--- src/rtl/spi_nor_edge.sv ---
// Two-flop synchroniser for SCLK/CS/MOSI plus sample/shift and CS edge pulses.
module spi_nor_edge #(
    parameter int CLK_POL = 0,
    parameter int CLK_PHA = 0
) (
    input  logic clk,
    input  logic reset,
    input  logic sclk_i,
    input  logic cs_i,
    input  logic mosi_i,
    output logic sample_o,
    output logic shift_o,
    output logic cs_fall_o,
    output logic cs_rise_o,
    output logic mosi_o
);

    localparam logic POL = (CLK_POL != 0);
    localparam logic PHA = (CLK_PHA != 0);

    logic [1:0] sclk_sync_q, cs_sync_q, mosi_sync_q;
    logic       sclk_prev_q, cs_prev_q;
    logic       sclk_rise, sclk_fall, lead, trail;

    // Reset to the idle bus levels so no spurious edge is seen on release.
    always_ff @(posedge clk) begin
        if (reset) begin
            sclk_sync_q <= {2{POL}};
            cs_sync_q   <= 2'b11;
            mosi_sync_q <= 2'b00;
            sclk_prev_q <= POL;
            cs_prev_q   <= 1'b1;
        end else begin
            sclk_sync_q <= {sclk_sync_q[0], sclk_i};
            cs_sync_q   <= {cs_sync_q[0], cs_i};
            mosi_sync_q <= {mosi_sync_q[0], mosi_i};
            sclk_prev_q <= sclk_sync_q[1];
            cs_prev_q   <= cs_sync_q[1];
        end
    end

    assign sclk_rise = sclk_sync_q[1] && !sclk_prev_q;
    assign sclk_fall = !sclk_sync_q[1] && sclk_prev_q;
    assign lead      = POL ? sclk_fall : sclk_rise;
    assign trail     = POL ? sclk_rise : sclk_fall;
    assign sample_o  = PHA ? trail : lead;
    assign shift_o   = PHA ? lead : trail;
    assign cs_fall_o = !cs_sync_q[1] && cs_prev_q;
    assign cs_rise_o = cs_sync_q[1] && !cs_prev_q;
    assign mosi_o    = mosi_sync_q[1];

endmodule

--- config.mk ---
export PLATFORM = sky130hd
export DESIGN_NAME = spi_nor_edge
export DESIGN_NICKNAME = d
export VERILOG_FILES = /design/src/rtl/spi_nor_edge.sv
export SDC_FILE = /design/constraint.sdc
export NUM_CORES = 1
export LEC_CHECK = 0
export BUFFER_PORTS_ARGS = -buffer_cell sky130_fd_sc_hd__buf_2
export CAP_MARGIN = 20
export CORE_AREA = 8 8 45 47
export CTS_BUF_LIST = sky130_fd_sc_hd__clkbuf_2
export DETAILED_ROUTE_END_ITERATION = 12
export DIE_AREA = 0 0 53 55
export GPL_ROUTABILITY_DRIVEN = 0
export SETUP_SLACK_MARGIN = 0.15
export SYNTH_ARGS = -nofsm -noshare
export SYNTH_HDL_FRONTEND = slang
export SYNTH_SLANG_ARGS = --single-unit
--- constraint.sdc ---
create_clock -name clk -period 1.5 [get_ports clk]
set_clock_uncertainty 0.1 [all_clocks]
set_input_delay 0.075 -clock clk [delete_from_list [all_inputs] [get_ports clk]]
set_output_delay 0.075 -clock clk [all_outputs]
set_load 0.05 [all_outputs]
[Yosys cells after proc, flatten, opt, wreduce, memory -nomap -nowiden]
Cells that the tools add are included.
Storage, ports and cells
  register bits after elaboration: 8
  input bits: 5
  output and inout port bits: 5
Operators by class
  reduce and logical (&&, ||, !) cells: 8
Operators with widths (count)
  logical AND 1 bit: 4
  logical NOT 1 bit: 4

[Depth between registers and ports, before layout]
Gate-level depths: netlist (run 1).
  depth in word-level cells: 2
  mapped depth: 1
  depth with buffers taken out: 1

[Least setup slack after synthesis (run 1)]
No wires, ideal clock.
  kind: register to output
  from: reg sclk_sync_q[1]
  to: out sample_o
  stages on the path, launching flop included: 2
  path slack: 0.292 ns
  data arrival time: 1.033 ns
  data required time: 1.325 ns
  path through: dfxtp_1 nor2b_1
On the way
  cells in the longest elaborated chain, start to end: 1
RTL lines
  from (decl): RTL line 21  | logic [1:0] sclk_sync_q, cs_sync_q, mosi_sync_q;
  from (signal assigned): RTL line 28  | sclk_sync_q <= {2{POL}};
  from (signal assigned): RTL line 34  | sclk_sync_q <= {sclk_sync_q[0], sclk_i};
  logical AND 1 bit: RTL line 42  | assign sclk_rise = sclk_sync_q[1] && !sclk_prev_q;
  to (decl): RTL line 11  | output logic sample_o,
No other way between the ends.

[Final worst setup path (run 1)]
  from: in reset
  to: reg sclk_sync_q[0]
RTL lines
  from (decl): RTL line 7  | input logic reset,
No word-level cell between the ends.

==> results.tsv, run 1 <==
stage	metric	value	unit
global_route	largest net degree at the start of global routing	9	
finish	non-filler cells, final	53	
setup_path	cell with the most instances on the worst path	dlygate4sd3_1	
status	status	completed	
place	Placed Cells	45	
detailed_routing	routed len/inst	8.32	um
die	die width	53	um
setup_path	CP Class	input port to flop	
global_route	number of global-route vias before repair	166	
synth	area share of the leading cell type in the synthesized netlist	0.681	
setup_path	Critical Path End Type	flop	
flow_run	maxcap violations	0	
die	CORE AREA	1380	sq um
timing	worst relative slew slack	0.834	
finish	Finished Cell Area	368	sq um
finish	final net count	44	
cts	H-Tree Depth	1	
synth	Synth cell types	3	
power_and_ir_drop	peak supply drop	0.503	mV
synth	Area contributors post-synth	dfxtp_1 68%, nor2b_1 24%, or2_1 8.0%	
timing	setup TNS	0	ps
global_route	initial antenna violation count	0	
place	Post-DP Area	300	sq um
global_route	grt ovf	0	
finish	Syn-to-layout area delta	56.4	%
timing	Final setup viols	0	
setup_path	crit path launch type	input port	
cts	CTS sink count	8	
timing	Tmin final	1350	ps
synth	Warnings, synthesis	0	
synth	Avg Inst Size Synth	11.8	sq um
timing	Slew Viols, Final	0	
setup_path	Critical Path RT	1520	ps
detailed_routing	initial detailed-routing violation count	4	
detailed_routing	First-pass DRT Iterations	2	
synth	Cell Area, Synth	235	sq um
power_and_ir_drop	leakage dissipation	0.171	nW
detailed_routing	number of vias per cell	3.28	
cts	CTS tree	yes	
setup_path	WP buf/inv	3	
setup_path	crit path max-delay cell type	dlygate4sd3_1	
global_route	first-pass GRT wire length	662	um
min_path	worst min path class	flop to flop	
finish	n_diodes	0	
cts	TritonCTS buffer count	3	
die	Starting Density	0.170	
power_and_ir_drop	Total Power	0.000392	W
timing	final hold vios	0	
timing	Setup WS post-layout	145	ps
cts	Root Driver	clkbuf_2	
detailed_routing	vias post-DR	174	
setup_path	slowest stage delay, CP	540	ps
detailed_routing	Routed WL	441	um
place	pre-CTS WS	616	ps
detailed_routing	Top Layer Used	met4	
synth	area leader, netlist	dfxtp_1	
cts	clk buf depth	2	
detailed_routing	met3 wire length	97	um
timing	RSZ-0062 raised after global routing	true	
setup_path	CP delay by family, top	buffers and inverters	
setup_path	Critical Path, Cell by Cell	dlygate4sd3_1 > buf_2 > nor2b_1 > dlygate4sd3_1	
setup_path	Worst EP arrival	1380	ps
finish	fill count	146	
timing	Slew @ Worst Pin	250	ps
die	Ports	10	
cts	clk_lat worst skew	230	ps
finish	share of cells above drive strength 1	0.351	
global_route	All-Layer GR Usage	0.0384	
synth	Syn Inst Count	20	
die	Row Count	14	
die	DIE HEIGHT	55	um
place	Port Buf Inserts	9	
synth	post-synthesis sequential element count	8	
detailed_routing	Detail Route met2 WL	150	um
detailed_routing	wire length on met1	184	um
detailed_routing	post-route ant nets	0	
synth	Seq/Total Area, Yosys	0.681	
detailed_routing	DRC violations left	0	
setup_path	CP Max Fanout	8	
synth	Post-Syn Nets	25	
timing	Final Cycle Share	0.903	
timing	Max Fclk	738	MHz
cts	Clock Pin Slew Worst Setup and Hold Paths	70	ps
power_and_ir_drop	pwr/cell area	1070	nW/um^2
die	DIE AREA	2920	sq um
-- layout by cell type, fill, tap and decap left out --
cell type	n
buf_2	9
clkbuf_2	3
dfxtp_1	8
dlygate4sd3_1	5
nor2b_1	8
nor2b_2	1
or2_1	3
-- Yosys cell counts --
| cell | n |
|---|---|
| dfxtp_1 | 8 |
| nor2b_1 | 9 |
| or2_1 | 3 |
-- area by class of cell --
| class | count | area (sq um) | area share |
|---|---|---|---|
| Timing Repair Buffer | 14 | 95.1 | 0.259 |
| Clock buffer | 3 | 15.0 | 0.0408 |
| Multi-Input combinational cell | 12 | 77.6 | 0.211 |
| Sequential cell | 8 | 160 | 0.435 |
| Tap cell | 16 | 20.0 | 0.0544 |
-- metrics by stage --
step	utilization	hold slack, ps
2_1_floorplan	-	46.6
3_3_place_gp	0.217	151
3_5_place_dp	0.217	156
4_1_cts	0.271	308
5_1_grt	0.266	338
6_report	0.266	308
-- per-layer routing --
metal  global-route usage  vias to the layer above
met3               0.0508                        2
li1                     -                       94
met2               0.0469                       13
met1               0.0322                       65
met4               0.0259                        0
met5                    0                        -
-- logic make-up (layout without fill, tap and decap cells) --
group                  after synthesis  in the layout  share of synthesized area
buffers and inverters                0             17                          0
DFF                                  8              8                      0.681
and+or+nand+nor                     12             12                      0.319
-- registers in the layout (all words and copies together), names as in the netlist --
| register | cells |
|---|---|
| cs_sync_q | 2 |
| cs_prev_q | 1 |
| mosi_sync_q | 2 |
| sclk_prev_q | 1 |
| sclk_sync_q | 2 |
-- repair_timing --
| item | in CTS | in global routing |
|---|---|---|
| buffers inserted | 0 | 0 |
| hold buffers | 6 | 0 |
| resized for setup | 0 | 1 |
| endpoints found under the setup margin | 0 | 1 |
| endpoints found under the hold margin | 6 | 0 |
-- report_power, final --
part / switching, W / internal [W]
clock network: 0.0000673 / 0.0000544
logic: 0.0000254 / 0.0000214
registers: 0.00000270 / 0.000221
total: 0.0000954 / 0.000297
-- worst paths after layout --
path / start / end / slack, ps / depth (start not counted)
min: cs_sync_q[0] / cs_sync_q[1] / 310 / 1
max: reset / sclk_sync_q[0] / 150 / 4
min reg2reg: cs_sync_q[0] / cs_sync_q[1] / 310 / 1
max reg2reg: cs_sync_q[1] / cs_prev_q / 760 / 1
No activity file was read; power rests on OpenSTA's default activity.
==> run 2: changes to the inputs <==
--- a/config.mk
+++ b/config.mk
@@ -8,7 +8,6 @@
 export BUFFER_PORTS_ARGS = -buffer_cell sky130_fd_sc_hd__buf_2
 export CAP_MARGIN = 20
 export CORE_AREA = 8 8 45 47
-export CTS_BUF_LIST = sky130_fd_sc_hd__clkbuf_2
 export DETAILED_ROUTE_END_ITERATION = 12
 export DIE_AREA = 0 0 53 55
 export GPL_ROUTABILITY_DRIVEN = 0
==> results.tsv, run 2 (same netlist as run 1, synthesis figures left out) <==
stage	metric	value	unit
finish	most common cell after layout, fill and taps aside	buf_2	
setup_path	Worst EP arrival	1380	ps
timing	setup TNS	0	ps
global_route	first-pass GRT wire length	669	um
cts	post-CTS setup buffer count	0	
setup_path	crit path max-delay cell type	dlygate4sd3_1	
power_and_ir_drop	net switching power	0.0000951	W
setup_path	reg2reg end	cs_prev_q	
finish	share of cells above drive strength 1	0.351	
min_path	Hold Path Depth	1	
timing	Slew @ Worst Pin	250	ps
finish	most frequent cells in the layout	9 x buf_2, 8 x nor2b_1, 8 x dfxtp_1	
setup_path	Reg2Reg Depth	1	
setup_path	worst reg-to-reg setup slack	760	ps
finish	Syn-to-layout area delta	59.6	%
setup_path	critical path depth in cells	4	
cts	clk buf depth	2	
setup_path	cell with the most instances on the worst path	dlygate4sd3_1	
detailed_routing	routed len/inst	8.32	um
setup_path	Critical Path End Type	flop	
setup_path	CP Max Fanout	8	
global_route	largest net degree at the start of global routing	9	
place	Port Buf Inserts	9	
die	CORE AREA	1380	sq um
die	Starting Density	0.170	
detailed_routing	initial detailed-routing violation count	3	
global_route	grt ovf	0	
timing	Final setup viols	0	
status	status	completed	
detailed_routing	First-pass DRT Iterations	2	
place	pre-CTS WS	616	ps
power_and_ir_drop	leakage dissipation	0.172	nW
setup_path	WP buf/inv	3	
die	Ports	10	
power_and_ir_drop	Pint	0.000334	W
die	Row Count	14	
power_and_ir_drop	switching part of the total	0.221	
place	Post-DP Area	300	sq um
die	DIE HEIGHT	55	um
timing	Setup WS post-layout	160	ps
timing	Slew Viols, Final	0	
setup_path	CP delay by family, top	buffers and inverters	
setup_path	critical path startpoint	reset	
timing	Max Fclk	746	MHz
detailed_routing	Routed WL	441	um
die	DIE AREA	2920	sq um
global_route	number of global-route vias before repair	172	
power_and_ir_drop	Clk pwr share	0.368	
finish	top flop regs	cs_sync_q x2, mosi_sync_q x2, sclk_sync_q x2	
timing	Tmin final	1340	ps
power_and_ir_drop	peak supply drop	0.556	mV
timing	worst relative slew slack	0.834	
place	Placed Cells	45	
die	die width	53	um
cts	clk_lat worst skew	250	ps
timing	Final Cycle Share	0.893	
cts	Root Driver	clkbuf_4	
finish	non-filler cells, final	53	
finish	Finished Cell Area	375	sq um
power_and_ir_drop	Logic pwr share	0.109	
timing	RSZ-0062 raised after global routing	true	
setup_path	CP Class	input port to flop	
cts	CTS tree	yes	
setup_path	end point of the critical path	sclk_sync_q[0]	
finish	n_diodes	0	
cts	TritonCTS buffer count	3	
setup_path	crit path launch type	input port	
power_and_ir_drop	pwr/cell area	1140	nW/um^2
timing	final hold vios	0	
finish	final net count	44	
detailed_routing	post-route ant nets	0	
min_path	worst min path class	flop to flop	
cts	H-Tree Depth	1	
flow_run	maxcap violations	0	
detailed_routing	vias post-DR	178	
cts	Clock Pin Slew Worst Setup and Hold Paths	50	ps
setup_path	slowest stage delay, CP	540	ps
setup_path	Critical Path, Cell by Cell	dlygate4sd3_1 > buf_2 > nor2b_1 > dlygate4sd3_1	
setup_path	worst r2r src	cs_sync_q[1]	
detailed_routing	DRC violations left	0	
setup_path	Critical Path RT	1540	ps
global_route	initial antenna violation count	0	
global_route	All-Layer GR Usage	0.0384	
power_and_ir_drop	Flop pwr share	0.523	
cts	CTS sink count	8	
detailed_routing	number of vias per cell	3.36	
-- run 2: cell counts in the layout (fill, tap and decap cells not counted) --
Identical to the previous run, type by type.
-- run 2: per-layer routing --
layer  share of wire  track usage  vias to the layer above
li1                -            -                       95
met1            0.41       0.0322                       68
met2            0.34       0.0469                       13
met3            0.23       0.0508                        2
met4           0.018       0.0259                        0
met5               0            0                        -
-- run 2: how the worst min path moves through the flow --
stage | endpoint | startpoint
finish | cs_sync_q[1] | cs_sync_q[0]
global route | cs_sync_q[1] | cs_sync_q[0]
CTS | cs_sync_q[1] | cs_sync_q[0]
detailed placement | cs_sync_q[0] | cs_i
global placement | cs_sync_q[0] | cs_i
floorplan | mosi_sync_q[0] | reset
-- run 2: power by group through the flow --
stage               clock [W]  combinational (W)  sequential (W)
floorplan                   0          0.0000207        0.000232
global placement            0          0.0000361        0.000229
detailed placement          0          0.0000363        0.000229
CTS                  0.000167          0.0000480        0.000224
global route         0.000180          0.0000504        0.000225
finish               0.000158          0.0000468        0.000225
-- run 2: timing repair --
| action | in CTS | in global routing |
|---|---|---|
| setup endpoints to repair | 0 | 1 |
| endpoints found under the hold margin | 6 | 0 |
| hold buffers | 6 | 0 |
| resized for setup | 0 | 1 |
-- run 2: per-stage QoR --
step,hold WS [ps],util,power (W)
finish,300,0.271,0.000430
global route,324,0.271,0.000456
CTS,301,0.277,0.000439
detailed placement,156,0.217,0.000265
global placement,151,0.217,0.000265
floorplan,46.6,-,0.000253
-- run 2: area by class of cell --
type,instances,area (sq um)
multi-input cells,12,77.6
repair buffers,14,95.1
flip-flops and latches,8,160
clock buffers,3,22.5
fillers,146,1010
well taps,16,20.0
